## src/rtl/game_pkg.sv

```systemverilog
// game_pkg
//   Shared types and default tuning constants for the jumper game slice.
//   phys_state_t : player physics state, also exported on the jumper_physics
//                  state port.
//   DEF_*        : default parameter values for jumper_physics (pixels,
//                  pixels/frame, frames).
package game_pkg;

    typedef enum logic [1:0] {
        PLAY   = 2'd0,
        SCROLL = 2'd1,
        DROP   = 2'd2,
        OVER   = 2'd3
    } phys_state_t;

    localparam int DEF_POS_W       = 10;
    localparam int DEF_VEL_W       = 8;
    localparam int DEF_X_MIN       = 170;
    localparam int DEF_X_MAX       = 469;
    localparam int DEF_Y_MAX       = 479;
    localparam int DEF_X_START     = 320;
    localparam int DEF_Y_START     = 390;
    localparam int DEF_HALF        = 17;
    localparam int DEF_SCROLL_LINE = 239;
    localparam int DEF_JUMP_V      = 8;
    localparam int DEF_BOOST_V     = 15;
    localparam int DEF_X_SPEED     = 2;
    localparam int DEF_GRAV_DIV    = 4;
    localparam int DEF_MAX_FALL    = 12;

endpackage

```

## src/rtl/x_wrap.sv

```systemverilog
// x_wrap
//   Combinational horizontal step with wrap-around. A sprite that has fully
//   left the playfield on one side re-enters from the other side.
//   Ports:
//     pos_x  in  POS_W  current sprite centre x
//     dx     in  POS_W  horizontal step, two's complement
//     next_x out POS_W  x for the next frame
module x_wrap #(
    parameter int POS_W = 10,
    parameter int X_MIN = 170,
    parameter int X_MAX = 469,
    parameter int HALF  = 17
) (
    input  logic [POS_W-1:0] pos_x,
    input  logic [POS_W-1:0] dx,
    output logic [POS_W-1:0] next_x
);

    localparam logic [POS_W-1:0] RIGHT_EDGE = POS_W'(X_MAX + HALF);
    localparam logic [POS_W-1:0] LEFT_EDGE  = POS_W'(X_MIN - HALF);

    // dx is two's complement, so modular addition yields the signed step.
    always_comb begin
        if (pos_x >= RIGHT_EDGE) begin
            next_x = LEFT_EDGE + dx;
        end else if (pos_x <= LEFT_EDGE) begin
            next_x = RIGHT_EDGE + dx;
        end else begin
            next_x = pos_x + dx;
        end
    end

endmodule

```

## src/rtl/jumper_physics.sv

```systemverilog
// jumper_physics
//   Per-frame physics for the jumping sprite: gravity, platform bounce,
//   boost, horizontal movement with wrap, world scrolling and fall-out.
//   All state advances only on frame_tick.
//   Ports:
//     Clk, Reset_n            clock, asynchronous active-low reset
//     frame_tick              one-Clk pulse per video frame
//     move_left, move_right   key levels
//     collision, boost        platform / spring contact this frame
//     restart                 leave OVER at the next tick
//     pos_x, pos_y            sprite centre
//     vel_y                   signed vertical velocity (+ is downward)
//     scroll_amt/scroll_valid world scroll this frame, one-Clk qualifier
//     state, dropped          physics state; high in DROP and OVER
module jumper_physics
    import game_pkg::*;
#(
    parameter int POS_W       = DEF_POS_W,
    parameter int VEL_W       = DEF_VEL_W,
    parameter int X_MIN       = DEF_X_MIN,
    parameter int X_MAX       = DEF_X_MAX,
    parameter int Y_MAX       = DEF_Y_MAX,
    parameter int X_START     = DEF_X_START,
    parameter int Y_START     = DEF_Y_START,
    parameter int HALF        = DEF_HALF,
    parameter int SCROLL_LINE = DEF_SCROLL_LINE,
    parameter int JUMP_V      = DEF_JUMP_V,
    parameter int BOOST_V     = DEF_BOOST_V,
    parameter int X_SPEED     = DEF_X_SPEED,
    parameter int GRAV_DIV    = DEF_GRAV_DIV,
    parameter int MAX_FALL    = DEF_MAX_FALL
) (
    input  logic                    Clk,
    input  logic                    Reset_n,
    input  logic                    frame_tick,
    input  logic                    move_left,
    input  logic                    move_right,
    input  logic                    collision,
    input  logic                    boost,
    input  logic                    restart,
    output logic [POS_W-1:0]        pos_x,
    output logic [POS_W-1:0]        pos_y,
    output logic signed [VEL_W-1:0] vel_y,
    output logic [POS_W-1:0]        scroll_amt,
    output logic                    scroll_valid,
    output phys_state_t             state,
    output logic                    dropped
);

    localparam int CNT_W = (GRAV_DIV > 1) ? $clog2(GRAV_DIV) : 1;

    localparam logic [POS_W-1:0] SPAWN_X  = POS_W'(X_START);
    localparam logic [POS_W-1:0] SPAWN_Y  = POS_W'(Y_START);
    // pos_y + HALF >= Y_MAX rewritten so the sum cannot overflow POS_W.
    localparam logic [POS_W-1:0] FLOOR_Y  = POS_W'(Y_MAX - HALF);
    localparam logic [POS_W-1:0] SCROLL_Y = POS_W'(SCROLL_LINE);
    localparam logic [POS_W-1:0] OVER_Y   = POS_W'(Y_MAX + 2 * HALF);
    localparam logic [POS_W-1:0] DX_LEFT  = POS_W'(-X_SPEED);
    localparam logic [POS_W-1:0] DX_RIGHT = POS_W'(X_SPEED);

    localparam logic signed [VEL_W-1:0] V_JUMP  = VEL_W'(-JUMP_V);
    localparam logic signed [VEL_W-1:0] V_BOOST = VEL_W'(-BOOST_V);
    localparam logic signed [VEL_W-1:0] V_DROP  = VEL_W'(2);
    localparam logic signed [VEL_W-1:0] V_MAX   = VEL_W'(MAX_FALL);
    localparam logic signed [VEL_W-1:0] V_ONE   = VEL_W'(1);

    localparam logic [CNT_W-1:0] CNT_LAST = CNT_W'(GRAV_DIV - 1);
    localparam logic [CNT_W-1:0] CNT_ONE  = CNT_W'(1);

    logic [CNT_W-1:0]        grav_cnt, grav_cnt_nxt;
    logic [POS_W-1:0]        pos_x_nxt, pos_y_nxt, scroll_amt_nxt;
    logic signed [VEL_W-1:0] vel_y_nxt;
    logic                    scroll_valid_nxt;
    phys_state_t             state_nxt;

    logic [POS_W-1:0] vel_ext;
    logic [POS_W-1:0] dx;
    logic [POS_W-1:0] wrap_x;
    logic             vel_neg;
    logic             vel_pos;

    // Size cast of a signed operand sign-extends.
    assign vel_ext = POS_W'(vel_y);
    assign vel_neg = vel_y[VEL_W-1];
    assign vel_pos = !vel_y[VEL_W-1] && (vel_y != '0);

    assign dx = (move_left && !move_right) ? DX_LEFT  :
                (move_right && !move_left) ? DX_RIGHT : '0;

    x_wrap #(
        .POS_W (POS_W),
        .X_MIN (X_MIN),
        .X_MAX (X_MAX),
        .HALF  (HALF)
    ) u_x_wrap (
        .pos_x  (pos_x),
        .dx     (dx),
        .next_x (wrap_x)
    );

    always_ff @(posedge Clk or negedge Reset_n) begin
        if (!Reset_n) begin
            pos_x        <= SPAWN_X;
            pos_y        <= SPAWN_Y;
            vel_y        <= V_JUMP;
            grav_cnt     <= '0;
            scroll_amt   <= '0;
            scroll_valid <= 1'b0;
            state        <= PLAY;
        end else begin
            pos_x        <= pos_x_nxt;
            pos_y        <= pos_y_nxt;
            vel_y        <= vel_y_nxt;
            grav_cnt     <= grav_cnt_nxt;
            scroll_amt   <= scroll_amt_nxt;
            scroll_valid <= scroll_valid_nxt;
            state        <= state_nxt;
        end
    end

    // Motion and state decisions all read the pre-tick registers, so a
    // velocity change shows up in position one tick later.
    always_comb begin
        pos_x_nxt        = pos_x;
        pos_y_nxt        = pos_y;
        vel_y_nxt        = vel_y;
        grav_cnt_nxt     = grav_cnt;
        scroll_amt_nxt   = scroll_amt;
        scroll_valid_nxt = 1'b0;
        state_nxt        = state;

        if (frame_tick) begin
            unique case (state)
                PLAY, SCROLL: begin
                    pos_x_nxt      = wrap_x;
                    scroll_amt_nxt = '0;

                    // While scrolling upward the world moves instead of the sprite.
                    if (state == SCROLL && vel_neg) begin
                        scroll_amt_nxt   = -vel_ext;
                        scroll_valid_nxt = 1'b1;
                    end else begin
                        pos_y_nxt = pos_y + vel_ext;
                    end

                    if (state == PLAY && pos_y <= SCROLL_Y && vel_neg) begin
                        state_nxt = SCROLL;
                    end else if (state == SCROLL && !vel_neg) begin
                        state_nxt = PLAY;
                    end

                    // Floor hit overrides any scroll transition chosen above.
                    if (boost) begin
                        vel_y_nxt    = V_BOOST;
                        grav_cnt_nxt = '0;
                    end else if (pos_y >= FLOOR_Y) begin
                        vel_y_nxt = V_DROP;
                        state_nxt = DROP;
                    end else if (collision && vel_pos) begin
                        vel_y_nxt    = V_JUMP;
                        grav_cnt_nxt = '0;
                    end else if (grav_cnt == CNT_LAST) begin
                        grav_cnt_nxt = '0;
                        vel_y_nxt    = (vel_y >= V_MAX) ? V_MAX : vel_y + V_ONE;
                    end else begin
                        grav_cnt_nxt = grav_cnt + CNT_ONE;
                    end
                end

                DROP: begin
                    pos_x_nxt = wrap_x;
                    pos_y_nxt = pos_y + vel_ext;
                    if (pos_y_nxt >= OVER_Y) begin
                        state_nxt = OVER;
                    end
                end

                OVER: begin
                    if (restart) begin
                        pos_x_nxt      = SPAWN_X;
                        pos_y_nxt      = SPAWN_Y;
                        vel_y_nxt      = V_JUMP;
                        grav_cnt_nxt   = '0;
                        scroll_amt_nxt = '0;
                        state_nxt      = PLAY;
                    end
                end
            endcase
        end
    end

    assign dropped = (state == DROP) || (state == OVER);

endmodule

```

## config.mk

```make
export PLATFORM = sky130hd
export DESIGN_NAME = jumper_physics
export DESIGN_NICKNAME = d
export VERILOG_FILES = /design/src/rtl/game_pkg.sv /design/src/rtl/x_wrap.sv /design/src/rtl/jumper_physics.sv
export SDC_FILE = /design/constraint.sdc
export NUM_CORES = 1
export LEC_CHECK = 0
export ABC_AREA = 1
export CORE_MARGIN = 3
export CORE_UTILIZATION = 55
export CTS_CLUSTER_SIZE = 10
export DETAILED_ROUTE_END_ITERATION = 16
export DONT_BUFFER_PORTS = 1
export PLACE_DENSITY_LB_ADDON = 0.25
export SYNTH_ARGS = -nofsm -noshare
export SYNTH_HDL_FRONTEND = slang
export SYNTH_SLANG_ARGS = --single-unit
export TNS_END_PERCENT = 100
```

## constraint.sdc

```tcl
create_clock -name Clk -period 4.1 [get_ports Clk]
set_clock_uncertainty 0.1 [all_clocks]
set_input_delay 0.205 -clock Clk [delete_from_list [all_inputs] [get_ports Clk]]
set_output_delay 0.205 -clock Clk [all_outputs]
set_load 0.005 [all_outputs]
```

==> summary.txt <==
Max-slew headroom -> 67.03%
Warnings, synthesis -> 0
Clock transition at path regs -> 0.09 ns
Clock Latency Late Sink -> 0.30 ns
Post-synthesis sequential area ratio -> 34.55%
ANT nets after route -> 0
RSZ-0062 raised after global routing -> no
Layout cell share with drive strength beyond 1 -> 12.75%
Final nets -> 478
Synthesized flop and latch total -> 43
Leakage power total -> 1.766 nW
Min Tclk post-route -> 2.727 ns
Run status -> finished clean
Synth area leaders -> dfrtp_1, nand2_1, dfstp_2
HPWL Detailed -> 6.187 mm
Setup Buffers After CTS -> 0
CTS tree -> built
CP endpoint kind -> flop
Initial drt markers -> 258
# clock sinks -> 43
Ant. Diodes -> 0
Post-cts sizing count -> 0
I/O Buffers -> 0
Synth cell count leaders -> nand2_1, inv_1, dfrtp_1
Tot GR Track Use -> 26.16%
Cell taking the most area after synthesis -> dfrtp_1
Post-synth ARST share -> 100.0%
Filler Cells Inserted -> 503
Global route total overflow -> 0
Die area -> 6680 µm²
Row count -> 26
Area Growth Syn to Fin -> 7.259%
Pwr/cell area -> 941.1 nW/µm²
Total nets after synthesis -> 469
First-pass GRT wire length -> 13.52 mm
Die W -> 81.73 µm
Largest family of logic cells by synthesized area -> simple AND/OR/NAND/NOR gates
Core box area -> 5335 µm²
Root Buffer -> clkbuf_8
Num ports -> 50
RePlAce Congestion -> 0.9528
Hold Crit Class -> input port to flop
Area share of the largest cell type after synthesis -> 25.39%
Max Root-Sink Buffers -> 2
Mux cell area share after synthesis -> 0%
Num CTS Buffers -> 5
Vias in the first global route -> 2,856
DR pass1 iterations -> 5
Drt via density -> 5.702
Total power -> 0.003184 W
Post-Syn Instances -> 437
Setup-failing EPs final -> 0
Vias -> 2,948
Syn_area_per_cell -> 7.218 µm²
Critical Path Fanout Max -> 6
Synth Area in Adders -> 9.996%
Initial antenna violation count -> 0
Worst VDD drop -> 0.4073 mV
Post-synth EDFFs -> 0
Post-synth top flop -> dfrtp_1
CTS H-tree lvls -> 2
Startpoint Class -> flop
Compound-Gate Fraction of Synth Area -> 13.41%
Max frequency -> 366.7 MHz
Mapped cell area -> 3154 µm²
Die Y -> 81.73 µm
DRC -> 0
Final Max Slew Viols -> 0
WL final -> 8.065 mm
CP Class -> flop to flop
Period utilization -> 66.51%
Routed wire length per instance -> 15.60 µm
Area share of xor/xnor cells in the synthesized design -> 2.459%
Tightest Pin Transition -> 0.4945 ns
Max-cap violations -> 0
Largest net degree at the start of global routing -> 44
Initial core utilization -> 59.12%
Synth Area in Simple Gates -> 29.31%
WP data arrival -> 2.82 ns
Setup TNS -> 0 ns
Fin. Hold Viols -> 0
Most common cell in the netlist -> nand2_1
Crit path required time -> 4.20 ns
Post-synth cell types -> 37
## worst max-delay path, stage by stage (launching register included)
cell	delay, ns
dfrtp_1	0.44
o211ai_1	0.19
nand2_1	0.07
nand2_1	0.06
nand3_1	0.18
nand2_1	0.12
ha_1	0.17
inv_1	0.05
fa_1	0.40
nand3b_1	0.18
nand2_1	0.12
nand2_1	0.07
nand2_1	0.06
a21oi_1	0.07
xnor2_1	0.13
o21ai_0	0.14
nand2_1	0.06
## placed cells by master (no fill, tap or decap), types with 3 or more instances in the layout
cell	n
a31oi_1	4
nand2_2	9
inv_1	72
a22oi_1	5
nand2_1	108
dfrtp_1	32
nand3b_1	3
nand4_1	10
nand3_1	24
dfstp_2	11
inv_2	10
o21ai_1	11
clkbuf_8	6
a21oi_1	16
nor2_1	30
o21ai_0	15
dlygate4sd3_1	3
nor3_1	4
xor2_1	3
o22ai_1	11
nor2_2	11
ha_1	22
xnor2_1	4
## layout make-up
type,count,area (µm²),share of cell area [%]
Multi-Input combinational cell,309,1740,51.44
Sequential cell,43,1090,32.21
Inverter,83,312.8,9.246
Tap cell,70,87.58,2.589
Clock buffer,7,86.33,2.552
Timing Repair Buffer,4,57.56,1.701
Clock inverter,1,8.758,0.2589
## through the flow
step / area (µm²) / hold slack, ns / utilization, % / worst slack, ns / std cells
4_1_cts: 3383 / 0.01839 / 63.41 / 1.377 / 517
3_5_place_dp: 3231 / -0.1891 / 60.55 / 1.424 / 505
6_report: 3383 / 0.02980 / 63.41 / 1.373 / 517
5_1_grt: 3383 / 0.04776 / 63.41 / 1.118 / 517
2_1_floorplan: 3154 / -0.1906 / - / 1.666 / 437
3_3_place_gp: 3231 / -0.1893 / 60.55 / 1.517 / 505
## sequential cells by signal, indices dropped and copies added (netlist names)
register	cells
pos_x	10
scroll_amt	10
vel_y	8
grav_cnt	2
state	2
scroll_valid	1
pos_y	10
## cell families (layout without fill, tap and decap cells)
kind of cell,count (synthesis),count (layout)
AND/OR/NAND/NOR,206,206
buffers and inverters,85,95
AO/OA/AOI/OAI,71,71
flip-flops,43,43
adder cells (fa/ha/maj),24,24
XOR/XNOR,8,8
## per-layer routing
layer  vias to the layer above  track usage [%]  wire [µm]
met2                       114            42.49       3809
met5                         -                0          0
met1                      1374            34.47       3500
met3                        15            5.482        600
met4                         0            9.302        154
li1                       1445                -          -
## power breakdown
group          internal (W)  total (W)  switching, W
registers          0.000656   0.000938      0.000282
logic              0.000703    0.00195       0.00125
clock network      0.000138   0.000293      0.000155
## repair_timing
action	4_1_cts	5_1_grt
hold endpoints to repair	46	0
hold buffers	4	0
setup endpoints to repair	0	0
## path summary, 6_finish.rpt
check / from / to / slack [ns] / cells after the start
max: pos_x[2] / pos_x[7] / 1.37 / 16
min: boost / grav_cnt[0] / 0.03 / 3
max reg2reg: pos_x[2] / pos_x[7] / 1.37 / 16
min reg2reg: scroll_amt[7] / scroll_amt[7] / 0.43 / 2
max in group asynchronous: Reset_n / vel_y[3] / 3.32 / 2
min in group asynchronous: Reset_n / pos_y[3] / 0.29 / 2
Note: power is estimated with default switching activity, not from simulation.
